File: src/rtl/tm1638_key_event.sv
`default_nettype none
// ============================================================================
//  Module   : tm1638_key_event
//  Brief    : Debounce, press/release/toggle events and auto-repeat for the
//             eight TM1638 keys, paced by an internal 1 ms tick.
//  Revision : 1.0 - initial release
// ============================================================================
module tm1638_key_event #(
    parameter int unsigned C_FCK         = 48_000_000,
    parameter int unsigned C_DB_MS       = 20,
    parameter int unsigned C_REP_DLY_MS  = 500,
    parameter int unsigned C_REP_RATE_MS = 100,
    parameter logic [7:0]  C_TOGGLE_INIT = 8'h00
) (
    input  logic       CK_i,
    input  logic       ARST_i,
    input  logic [7:0] KEYS_i,
    input  logic       TGL_CLR_i,
    output logic [7:0] KEYS_o,
    output logic [7:0] PRESS_o,
    output logic [7:0] RELEASE_o,
    output logic [7:0] TOGGLE_o,
    output logic [7:0] REPEAT_o,
    output logic       TICK_o
);

    localparam int unsigned      c_DIV      = C_FCK / 1000;
    localparam int unsigned      c_TW       = $clog2(c_DIV);
    localparam logic [c_TW-1:0]  c_TICK_MAX = c_TW'(c_DIV - 1);
    localparam logic [c_TW-1:0]  c_TICK_ONE = c_TW'(1);
    localparam logic [7:0]       c_DB_LAST  = 8'(C_DB_MS - 1);
    localparam logic [11:0]      c_DLY      = 12'(C_REP_DLY_MS);
    localparam logic [11:0]      c_RATE     = 12'(C_REP_RATE_MS);

    typedef enum logic [1:0] {
        ST_IDLE  = 2'd0,
        ST_DELAY = 2'd1,
        ST_RPT   = 2'd2
    } state_t;

    logic [c_TW-1:0] r_tick_cnt;
    logic            w_tick;
    logic [7:0]      r_keys_s;
    logic [7:0]      w_flip;

    state_t          r_state;
    state_t          w_state_nxt;
    logic [11:0]     r_rcnt;
    logic [11:0]     w_rcnt_nxt;
    logic [11:0]     w_rcnt_inc;
    logic [2:0]      r_rep_key;
    logic [2:0]      w_rep_key_nxt;
    logic [2:0]      w_low_idx;
    logic [7:0]      r_auto;
    logic [7:0]      w_auto_nxt;

    assign w_tick = (r_tick_cnt == c_TICK_MAX);
    assign TICK_o = w_tick;

    always_ff @(posedge CK_i or posedge ARST_i) begin
        if (ARST_i) begin
            r_tick_cnt <= '0;
            r_keys_s   <= 8'h00;
        end else begin
            r_tick_cnt <= w_tick ? '0 : r_tick_cnt + c_TICK_ONE;
            r_keys_s   <= KEYS_i;
        end
    end

    // Counter counts consecutive disagreeing ticks; the flip fires on the tick
    // that would bring it to C_DB_MS, so it never stores that value.
    for (genvar k = 0; k < 8; k++) begin : g_key
        logic [7:0] r_mis;
        logic       w_mismatch;

        assign w_mismatch = (r_keys_s[k] != KEYS_o[k]);
        assign w_flip[k]  = w_tick && w_mismatch && (r_mis == c_DB_LAST);

        always_ff @(posedge CK_i or posedge ARST_i) begin
            if (ARST_i) begin
                r_mis <= 8'h00;
            end else if (w_tick) begin
                r_mis <= (w_mismatch && !w_flip[k]) ? r_mis + 8'd1 : 8'h00;
            end
        end
    end

    always_ff @(posedge CK_i or posedge ARST_i) begin
        if (ARST_i) begin
            KEYS_o    <= 8'h00;
            PRESS_o   <= 8'h00;
            RELEASE_o <= 8'h00;
            TOGGLE_o  <= C_TOGGLE_INIT;
        end else begin
            KEYS_o    <= KEYS_o ^ w_flip;
            PRESS_o   <= w_flip & ~KEYS_o;
            RELEASE_o <= w_flip & KEYS_o;
            TOGGLE_o  <= TGL_CLR_i ? C_TOGGLE_INIT : (TOGGLE_o ^ (w_flip & ~KEYS_o));
        end
    end

    always_comb begin
        w_low_idx = 3'd0;
        for (int i = 7; i >= 0; i--) begin
            if (PRESS_o[i]) w_low_idx = 3'(i);
        end
    end

    always_ff @(posedge CK_i or posedge ARST_i) begin
        if (ARST_i) begin
            r_state   <= ST_IDLE;
            r_rcnt    <= 12'd0;
            r_rep_key <= 3'd0;
            r_auto    <= 8'h00;
        end else begin
            r_state   <= w_state_nxt;
            r_rcnt    <= w_rcnt_nxt;
            r_rep_key <= w_rep_key_nxt;
            r_auto    <= w_auto_nxt;
        end
    end

    // Priority: new press retargets, then release cancels, then tick expiry.
    always_comb begin
        w_state_nxt   = r_state;
        w_rcnt_nxt    = r_rcnt;
        w_rep_key_nxt = r_rep_key;
        w_auto_nxt    = 8'h00;
        w_rcnt_inc    = r_rcnt + 12'd1;
        if (PRESS_o != 8'h00) begin
            w_rep_key_nxt = w_low_idx;
            w_rcnt_nxt    = 12'd0;
            w_state_nxt   = ST_DELAY;
        end else if (r_state != ST_IDLE) begin
            if (!KEYS_o[r_rep_key]) begin
                w_state_nxt = ST_IDLE;
                w_rcnt_nxt  = 12'd0;
            end else if (w_tick) begin
                if (w_rcnt_inc == ((r_state == ST_DELAY) ? c_DLY : c_RATE)) begin
                    w_auto_nxt  = 8'd1 << r_rep_key;
                    w_rcnt_nxt  = 12'd0;
                    w_state_nxt = ST_RPT;
                end else begin
                    w_rcnt_nxt  = w_rcnt_inc;
                end
            end
        end
    end

    assign REPEAT_o = PRESS_o | r_auto;

endmodule
`default_nettype wire
File: config.mk
export PLATFORM = sky130hd
export DESIGN_NAME = tm1638_key_event
export DESIGN_NICKNAME = d
export VERILOG_FILES = /design/src/rtl/tm1638_key_event.sv
export SDC_FILE = /design/constraint.sdc
export NUM_CORES = 1
export LEC_CHECK = 0
export CAP_MARGIN = 20
export CORE_MARGIN = 2
export CORE_UTILIZATION = 45
export DETAILED_ROUTE_END_ITERATION = 10
export GPL_TIMING_DRIVEN = 0
export PLACE_DENSITY_LB_ADDON = 0.15
export SYNTH_ARGS = -nofsm -noshare
export SYNTH_HDL_FRONTEND = slang
export SYNTH_SLANG_ARGS = --single-unit
File: constraint.sdc
create_clock -name CK_i -period 8.18 [get_ports CK_i]
set_input_delay 1.636 -clock CK_i [delete_from_list [all_inputs] [get_ports CK_i]]
set_output_delay 1.636 -clock CK_i [all_outputs]
set_load 0.03 [all_outputs]
Word level (Yosys, flattened, before mapping)

Index checks and enable logic that the tools add are counted.

Input port bits: 11
Register bits after elaboration: 145

Muxes and demuxes: 36
Equal/unequal tests: 21
Add/subtract/negate cells: 10
Magnitude comparators: 1
Bitwise operators: 6
Reduce and logical (&&, ||, !) cells: 37
Shift-type cells: 1

Operators by type and width:

| cell                    | number |
|---|---|
| $mux W8                 | 14 |
| $add A8 B1 Y8 const B   | 8 |
| $eq A8 B5 Y1 const B    | 8 |
| $mux W12                | 5 |
| $logic_and A1 B1 Y1     | 24 |
| $mux W3                 | 8 |
| $add A16 B1 Y16 const B | 1 |
| $and A8 B8 Y8           | 2 |
| $eq A16 B16 Y1 const B  | 1 |
| $mux W16                | 1 |
| $xor A8 B8 Y8           | 2 |
| $add A12 B1 Y12 const B | 1 |
| $eq A12 B9 Y1           | 1 |
| $mux W2                 | 5 |
| $mux W9                 | 1 |
| $logic_not A1 Y1        | 8 |
| $ne A1 B1 Y1            | 8 |
| $not A8 Y8              | 1 |
| $or A8 B8 Y8            | 1 |
| $reduce_bool A8 Y1      | 1 |
| $shl A1 B3 Y8 const A   | 1 |
| $lt A3 B4 Y1 const B    | 1 |
| $reduce_bool A2 Y1      | 2 |
| $bmux W1 S3             | 1 |
| other kinds (6)         | 6 |

Depth between registers and ports, before layout

Gate-level depths: netlist of run 1.

Word-level depth: 8
Mapped depth: 10
Gate-level depth less buffers: 7

Worst setup path before layout of run 1

No wires, ideal clock.

Kind: register to output
Start: reg r_tick_cnt[0]
End: out TICK_o
Buffers on the path: 3
Slack: 4.466 ns
Cell stages (with the launch flop): 8
Required time: 6.544 ns
Arrival: 2.078 ns
Cell sequence: dfrtp_1 ha_1 clkbuf_1 nand4_1 or4_4 buf_6 inv_1 clkbuf_1

Longest elaborated chain between the ends: 1

Ends and longest elaborated chain:

| element                | RTL line | text |
|---|---|---|
| start, declared        | 41       | `logic [c_TW-1:0] r_tick_cnt;` |
| start signal, assigned | 65       | `r_tick_cnt <= w_tick ? '0 : r_tick_cnt + c_TICK_ONE;` |
| $eq A16 B16 Y1         | 57       | `assign w_tick = (r_tick_cnt == c_TICK_MAX);` |
| end, declared          | 24       | `output logic TICK_o` |

Every way passes these cells.

Worst setup path in the final report of run 1

Ends and elaborated chain as after synthesis.

==> results.sh, run 1 <==
export IMPL_rows=45
export IMPL_yosysTopAreaCell="dfrtp_1"
export IMPL_io_pins=52
export IMPL_rsz0062_at_grt="no"
export IMPL_ys_async_sr_fraction=1.00
export IMPL_synth_cell_types=56
export IMPL_synth_nets=773
export IMPL_fin_hold_ws_ns=0.482
export IMPL_cts_resized=0
export IMPL_gp_congestion=0.869
export IMPL_final_setup_skew_ns=0.00449
export IMPL_pwr_share_clk=0.530
export IMPL_critPathMaxFanout=10
export IMPL_via_per_inst=5.53
export IMPL_first_pass_iters=6
export IMPL_synth_area_leaders="dfrtp_1 51%, o21ai_0 5.6%, ha_1 4.6%"
export IMPL_layout_nets=844
export IMPL_critical_path_buf_inv_count=5
export IMPL_cts_hold_buffers=0
export IMPL_root_buffer="clkbuf_16"
export IMPL_grt_pass1_vias=5383
export IMPL_drc=0
export IMPL_grt_overflow_total=0
export IMPL_multi_input_area_mm2=0.00325
export IMPL_switching_share=0.204
export IMPL_drt_total_wl_mm=16.2
export IMPL_dieHeight_um=130
export IMPL_synth_top_area_share=0.510
export IMPL_ir_worst_vdd_uv=155
export IMPL_vias=5706
export IMPL_min_path_type="flip-flop to flip-flop"
export IMPL_power_switching_w=0.000325
export IMPL_synth_flop_cell="dfrtp_1"
export IMPL_start_util=0.465
export IMPL_io_buffers=50
export IMPL_nFillCells=1348
export IMPL_synth_edf_count=0
export IMPL_drv_slew=0
export IMPL_syn_cell_area_mm2=0.00712
export IMPL_fp_dieW_um=130
export IMPL_syn_to_final_growth_pct=20.3
export IMPL_seqPwrFrac=0.452
export IMPL_post_cts_setup_buffers=0
export IMPL_insertion_delay_ns=0.42
export IMPL_clkSlewWorstSetupHoldPaths_ns=0.06
export IMPL_ant_nets=0
export IMPL_combPwrFrac=0.018
export IMPL_crit_arrival_ns=3.50
export IMPL_seq_area_frac_synth=0.510
export IMPL_hold_depth=1
export IMPL_cts_sinks=145
export IMPL_worstMarginPinSlew_ns=0.697
export IMPL_min_period_over_period=0.628
export IMPL_setup_tns_ns=0
export IMPL_p_leak_nw=3.68
export IMPL_cp_start_kind="flip-flop"
export IMPL_report_final_setup_viol=0
export IMPL_end_kind="output port"
export IMPL_powerDensity_mw_per_mm2=186
export IMPL_drt_iter0_markers=392
export IMPL_r2r_start="r_tick_cnt[0]$_DFF_PP0_"
export IMPL_cpPeakStageDelay_ns=0.77
export IMPL_critPathKind="flip-flop to output port"
export IMPL_slew_headroom=0.531
export IMPL_seq_area_mm2=0.00363
export IMPL_fin_crit_ns=5.14
export IMPL_stdcell_count=1031
export IMPL_grt_pass1_wl_mm=27.3
export IMPL_core_mm2=0.0153
export IMPL_r2r_end="TOGGLE_o[3]$_DFF_PP0_"
export IMPL_min_delay_start="g_key[6].r_mis[7]$_DFFE_PP0P_"
export IMPL_antenna_found_initial=0
export IMPL_regToRegSetupSlack_ns=4.98
export IMPL_whs_endpoint="g_key[6].r_mis[7]$_DFFE_PP0P_"
export IMPL_drv_cap=0
export IMPL_htree_num_levels=4
export IMPL_cts_buffers=17
export IMPL_hold_viol_final=0
export IMPL_drive_above_1_share=0.0817
export IMPL_max_freq_mhz=195
export IMPL_outcome="finished clean"
export IMPL_syn_avg_cell_area_um2=9.67
export IMPL_crit_family="buffers and inverters"
export IMPL_placed_cells=999
export IMPL_antenna_cells=0
export IMPL_dieArea_mm2=0.0168
export IMPL_cts_tree="done"
export IMPL_required_ns=6.54
export IMPL_r2r_cells=10
export IMPL_cts_max_path_buffers=2
export IMPL_wl_per_cell_um=15.7
export IMPL_cp_cell_sequence="ha_1 -> clkbuf_1 -> nand4_1 -> or4_4 -> buf_6 -> inv_1 -> clkbuf_1 -> clkdlybuf4s50_1"
export IMPL_yosysWarnings=0
export IMPL_intPower_w=0.00127
export IMPL_grt_max_degree=82
export IMPL_grt_usage=0.209
export IMPL_place_hpwl_mm=11.0
export IMPL_slowest_stage="clkdlybuf4s50_1"
export IMPL_ys_seq_elements=145
export IMPL_cp_common_cell="clkbuf_1"
export IMPL_syn_inst=736
-- power by group through the flow --
stage	logic (W)	registers [W]	clock network (W)
after floorplan	0.0000180	0.000733	0
after global placement	0.0000279	0.000734	0
after detailed placement	0.0000304	0.000734	0
after CTS	0.0000307	0.000721	0.000861
after global routing	0.0000342	0.000720	0.000893
final	0.0000295	0.000721	0.000845
-- state kept, by name (all words and copies together), names as in the netlist --
| signal | flops |
|---|---|
| KEYS_o | 8 |
| PRESS_o | 8 |
| RELEASE_o | 8 |
| TOGGLE_o | 8 |
| g_key.r_mis | 64 |
| r_auto | 8 |
| r_keys_s | 8 |
| r_rcnt | 12 |
| r_rep_key | 3 |
| r_state | 2 |
| r_tick_cnt | 16 |
-- area by class of cell --
type,instances,area share
plain buffers,22,0.0112
clock buffers,19,0.0505
clock inverters,13,0.0245
inverters,37,0.0168
multi-input cells,532,0.380
flip-flops and latches,145,0.424
well taps,211,0.0308
repair buffers,52,0.0625
-- how the worst max path moves through the flow --
| stage | startpoint | endpoint | slack, ns | depth (start not counted) |
|---|---|---|---|---|
| final | r_tick_cnt[0]$_DFF_PP0_ | TICK_o | 3.04 | 8 |
| after CTS | r_tick_cnt[0]$_DFF_PP0_ | TICK_o | 3.00 | 8 |
| after global placement | ARST_i | r_tick_cnt[9]$_DFF_PP0_ | 0.66 | 2 |
| after detailed placement | r_tick_cnt[0]$_DFF_PP0_ | TICK_o | 3.47 | 8 |
| after global routing | r_tick_cnt[0]$_DFF_PP0_ | TICK_o | 2.86 | 8 |
| after floorplan | ARST_i | KEYS_o[0]$_DFF_PP0_ | 2.65 | 1 |
-- through the flow --
step | total power (W) | instance area, µm² | setup WS [ns] | utilization
after floorplan | 0.000751 | 7120 | 2.65 | -
after global placement | 0.000762 | 7880 | 0.662 | 0.515
after detailed placement | 0.000764 | 7920 | 3.47 | 0.517
after CTS | 0.00161 | 8560 | 3.00 | 0.559
after global routing | 0.00165 | 8560 | 2.86 | 0.559
final | 0.00159 | 8560 | 3.04 | 0.559
-- synth_stat cells (all sizes together), types with 9 or more instances --
cell type	number
a21oi	18
and3	25
clkbuf	16
dfrtp	145
ha	26
inv	37
nand2	83
nand2b	20
nand3	49
nand4	14
nor2	48
nor3	20
o21ai	80
o31ai	19
or2	10
or4	10
xnor2	28
xor2	9
-- cell families (layout without fill, tap and decap cells) --
kind of cell	count (synthesis)	count (layout)	share of synthesized area
compound gates	143	143	0.120
xor+xnor	37	37	0.0455
fa+ha+maj	26	26	0.0457
buf+inv	59	143	0.0331
flops	145	145	0.510
mux	4	4	0.00615
simple gates	322	322	0.240
-- layout by cell type (no fill, tap or decap), types with 7 or more instances in the layout --
cell type        count
xor2_1               9
o31ai_1             19
clkbuf_1            18
nor2_1              47
nor3_1              19
or4_1                9
or2_2               10
clkbuf_16           17
and3_1              25
clkdlybuf4s50_1     50
nand3_1             49
a21oi_1             18
nand2_1             83
dfrtp_1            145
o21ai_0             80
nand4_1             14
ha_1                26
xnor2_1             28
nand2b_1            20
inv_1               36
and2_1               7
-- routing by layer --
metal,track usage,wire [µm]
met1,0.291,7640
met2,0.332,7590
met3,0.0418,742
met4,0.0677,215
met5,0,0
Power figures use the tool's default switching activity.
==> run 2, diff against run 1 <==
clock period = 5.2 ns   (was 8.18 ns; I/O delays follow)
==> results of run 2 <==
The final DEF is identical to that of run 1. Status: finished clean.
Among the figures that moved: setup slack after placement 3.47 ns -> 1.09 ns; setup slack after layout 3.04 ns -> 0.657 ns; register-to-register setup slack 4.98 ns -> 2.00 ns; total power 0.00159 W -> 0.00251 W; worst IR drop on VDD 155 µV -> 244 µV
==> run 3, diff against run 2 <==
CORE_ASPECT_RATIO = 0.9   (was not set)
==> results.sh, run 3 (same netlist as run 1, synthesis figures left out) <==
export IMPL_grt_pass1_wl_mm=26.5
export IMPL_max_freq_mhz=219
export IMPL_vias=5752
export IMPL_cts_tree="done"
export IMPL_fin_hold_ws_ns=0.493
export IMPL_drive_above_1_share=0.0841
export IMPL_dieArea_mm2=0.0168
export IMPL_post_cts_setup_buffers=0
export IMPL_rows=43
export IMPL_rsz0062_at_grt="no"
export IMPL_required_ns=4.16
export IMPL_grt_overflow_total=0
export IMPL_report_final_setup_viol=0
export IMPL_worstMarginPinSlew_ns=0.683
export IMPL_end_kind="output port"
export IMPL_place_area_mm2=0.00791
export IMPL_gp_congestion=0.854
export IMPL_critPathKind="flip-flop to output port"
export IMPL_critPathMaxFanout=10
export IMPL_cp_start_kind="flip-flop"
export IMPL_outcome="finished clean"
export IMPL_dieHeight_um=123
export IMPL_fin_crit_ns=4.56
export IMPL_grt_usage=0.202
export IMPL_first_pass_iters=5
export IMPL_clkSlewWorstSetupHoldPaths_ns=0.06
export IMPL_drt_total_wl_mm=16.0
export IMPL_ant_nets=0
export IMPL_slowest_stage="clkdlybuf4s50_1"
export IMPL_start_util=0.461
export IMPL_root_buffer="clkbuf_16"
export IMPL_core_mm2=0.0154
export IMPL_via_per_inst=5.63
export IMPL_cts_sinks=145
export IMPL_grt_pass1_vias=5438
export IMPL_cpPeakStageDelay_ns=0.77
export IMPL_grt_max_degree=78
export IMPL_cp_cell_sequence="ha_1 -> clkbuf_1 -> nand4_1 -> or4_4 -> buf_6 -> inv_1 -> clkbuf_1 -> clkdlybuf4s50_1"
export IMPL_crit_arrival_ns=3.52
export IMPL_crit_family="buffers and inverters"
export IMPL_final_common_cell="dfrtp_1"
export IMPL_layout_nets=844
export IMPL_drv_slew=0
export IMPL_reg_top3="g_key.r_mis x64, r_tick_cnt x16, r_rcnt x12"
export IMPL_cts_hold_buffers=0
export IMPL_drv_cap=0
export IMPL_final_setup_skew_ns=0.00751
export IMPL_ir_worst_vdd_uv=237
export IMPL_critical_path_buf_inv_count=5
export IMPL_drc=0
export IMPL_min_period_over_period=0.878
export IMPL_place_hpwl_mm=11.1
export IMPL_cts_resized=0
export IMPL_io_buffers=50
export IMPL_largest_register_ffs=64
export IMPL_io_pins=52
export IMPL_p_leak_nw=3.70
export IMPL_antenna_found_initial=0
export IMPL_placed_cells=990
export IMPL_fin_area_mm2=0.00857
export IMPL_syn_to_final_growth_pct=20.4
export IMPL_antenna_cells=0
export IMPL_powerDensity_mw_per_mm2=294
export IMPL_final_cell_mix="145 x dfrtp_1, 83 x nand2_1, 80 x o21ai_0"
export IMPL_min_path_type="flip-flop to flip-flop"
export IMPL_setup_tns_ns=0
export IMPL_hold_viol_final=0
export IMPL_pre_cts_ws_ns=1.06
export IMPL_fp_dieW_um=137
export IMPL_slew_headroom=0.540
export IMPL_setup_ws_ns=0.637
export IMPL_drt_iter0_markers=388
export IMPL_insertion_delay_ns=0.42
export IMPL_cts_buffers=17
export IMPL_cp_common_cell="clkbuf_1"
export IMPL_top_register="g_key.r_mis"
export IMPL_wl_per_cell_um=15.7
export IMPL_cts_max_path_buffers=2
export IMPL_stdcell_count=1022
export IMPL_htree_num_levels=4
run 3: changes by cell type in the layout (fill, tap and decap cells not counted), sizes merged:
cell	delta
clkinv	+1
clkinvlp	-1
run 3: worst reg2reg max path: stages, from the launching register on:
cell,delay [ns]
dfrtp_1,0.44
ha_1,0.18
clkbuf_1,0.27
nand4_1,0.14
or4_4,0.54
buf_6,0.17
clkbuf_1,0.31
nor3_1,0.52
ha_1,0.31
xnor2_1,0.14
nor2_1,0.05
run 3: path summary, 6_finish.rpt:
kind / depth (start not counted) / end / slack (ns) / from
max: 8 / TICK_o / 0.64 / r_tick_cnt[0]$_DFF_PP0_
min: 1 / g_key[5].r_mis[7]$_DFFE_PP0P_ / 0.49 / g_key[5].r_mis[7]$_DFFE_PP0P_
max reg2reg: 10 / TOGGLE_o[4]$_DFF_PP0_ / 2.00 / r_tick_cnt[0]$_DFF_PP0_
min reg2reg: 1 / g_key[5].r_mis[7]$_DFFE_PP0P_ / 0.49 / g_key[5].r_mis[7]$_DFFE_PP0P_
max in group asynchronous: 3 / g_key[4].r_mis[7]$_DFFE_PP0P_ / 3.31 / ARST_i
min in group asynchronous: 2 / r_rcnt[1]$_DFFE_PP0P_ / 1.12 / ARST_i
run 3: final cells by class:
type | instances | area [µm²]
multi-input combinational | 532 | 3250
clock buffer | 19 | 453
timing repair buffer | 52 | 536
inverter | 37 | 144
sequential | 145 | 3630
clock inverter | 13 | 208
tap | 202 | 253
fill | 1314 | 6870
buffer | 22 | 96.3
run 3: through the flow:
step / total power [W] / utilization
after global placement: 0.00120 / 0.510
after CTS: 0.00255 / 0.555
after floorplan: 0.00118 / -
final: 0.00252 / 0.555
after global routing: 0.00261 / 0.555
after detailed placement: 0.00120 / 0.512
run 3: per-layer routing:
layer,GRT usage,routed length [µm],up-vias
met5,0,0,-
met4,0.0612,246,0
met3,0.0513,970,24
met2,0.327,7410,182
met1,0.268,7390,2805
li1,-,-,2741
run 3: where the power goes:
group	leakage [nW]	switching, W	internal, W	total, W
logic	1.39	0.0000321	0.0000138	0.0000459
clock network	0.312	0.000466	0.000877	0.00134
registers	1.99	0.00000183	0.00113	0.00113
total	3.70	0.000499	0.00202	0.00252
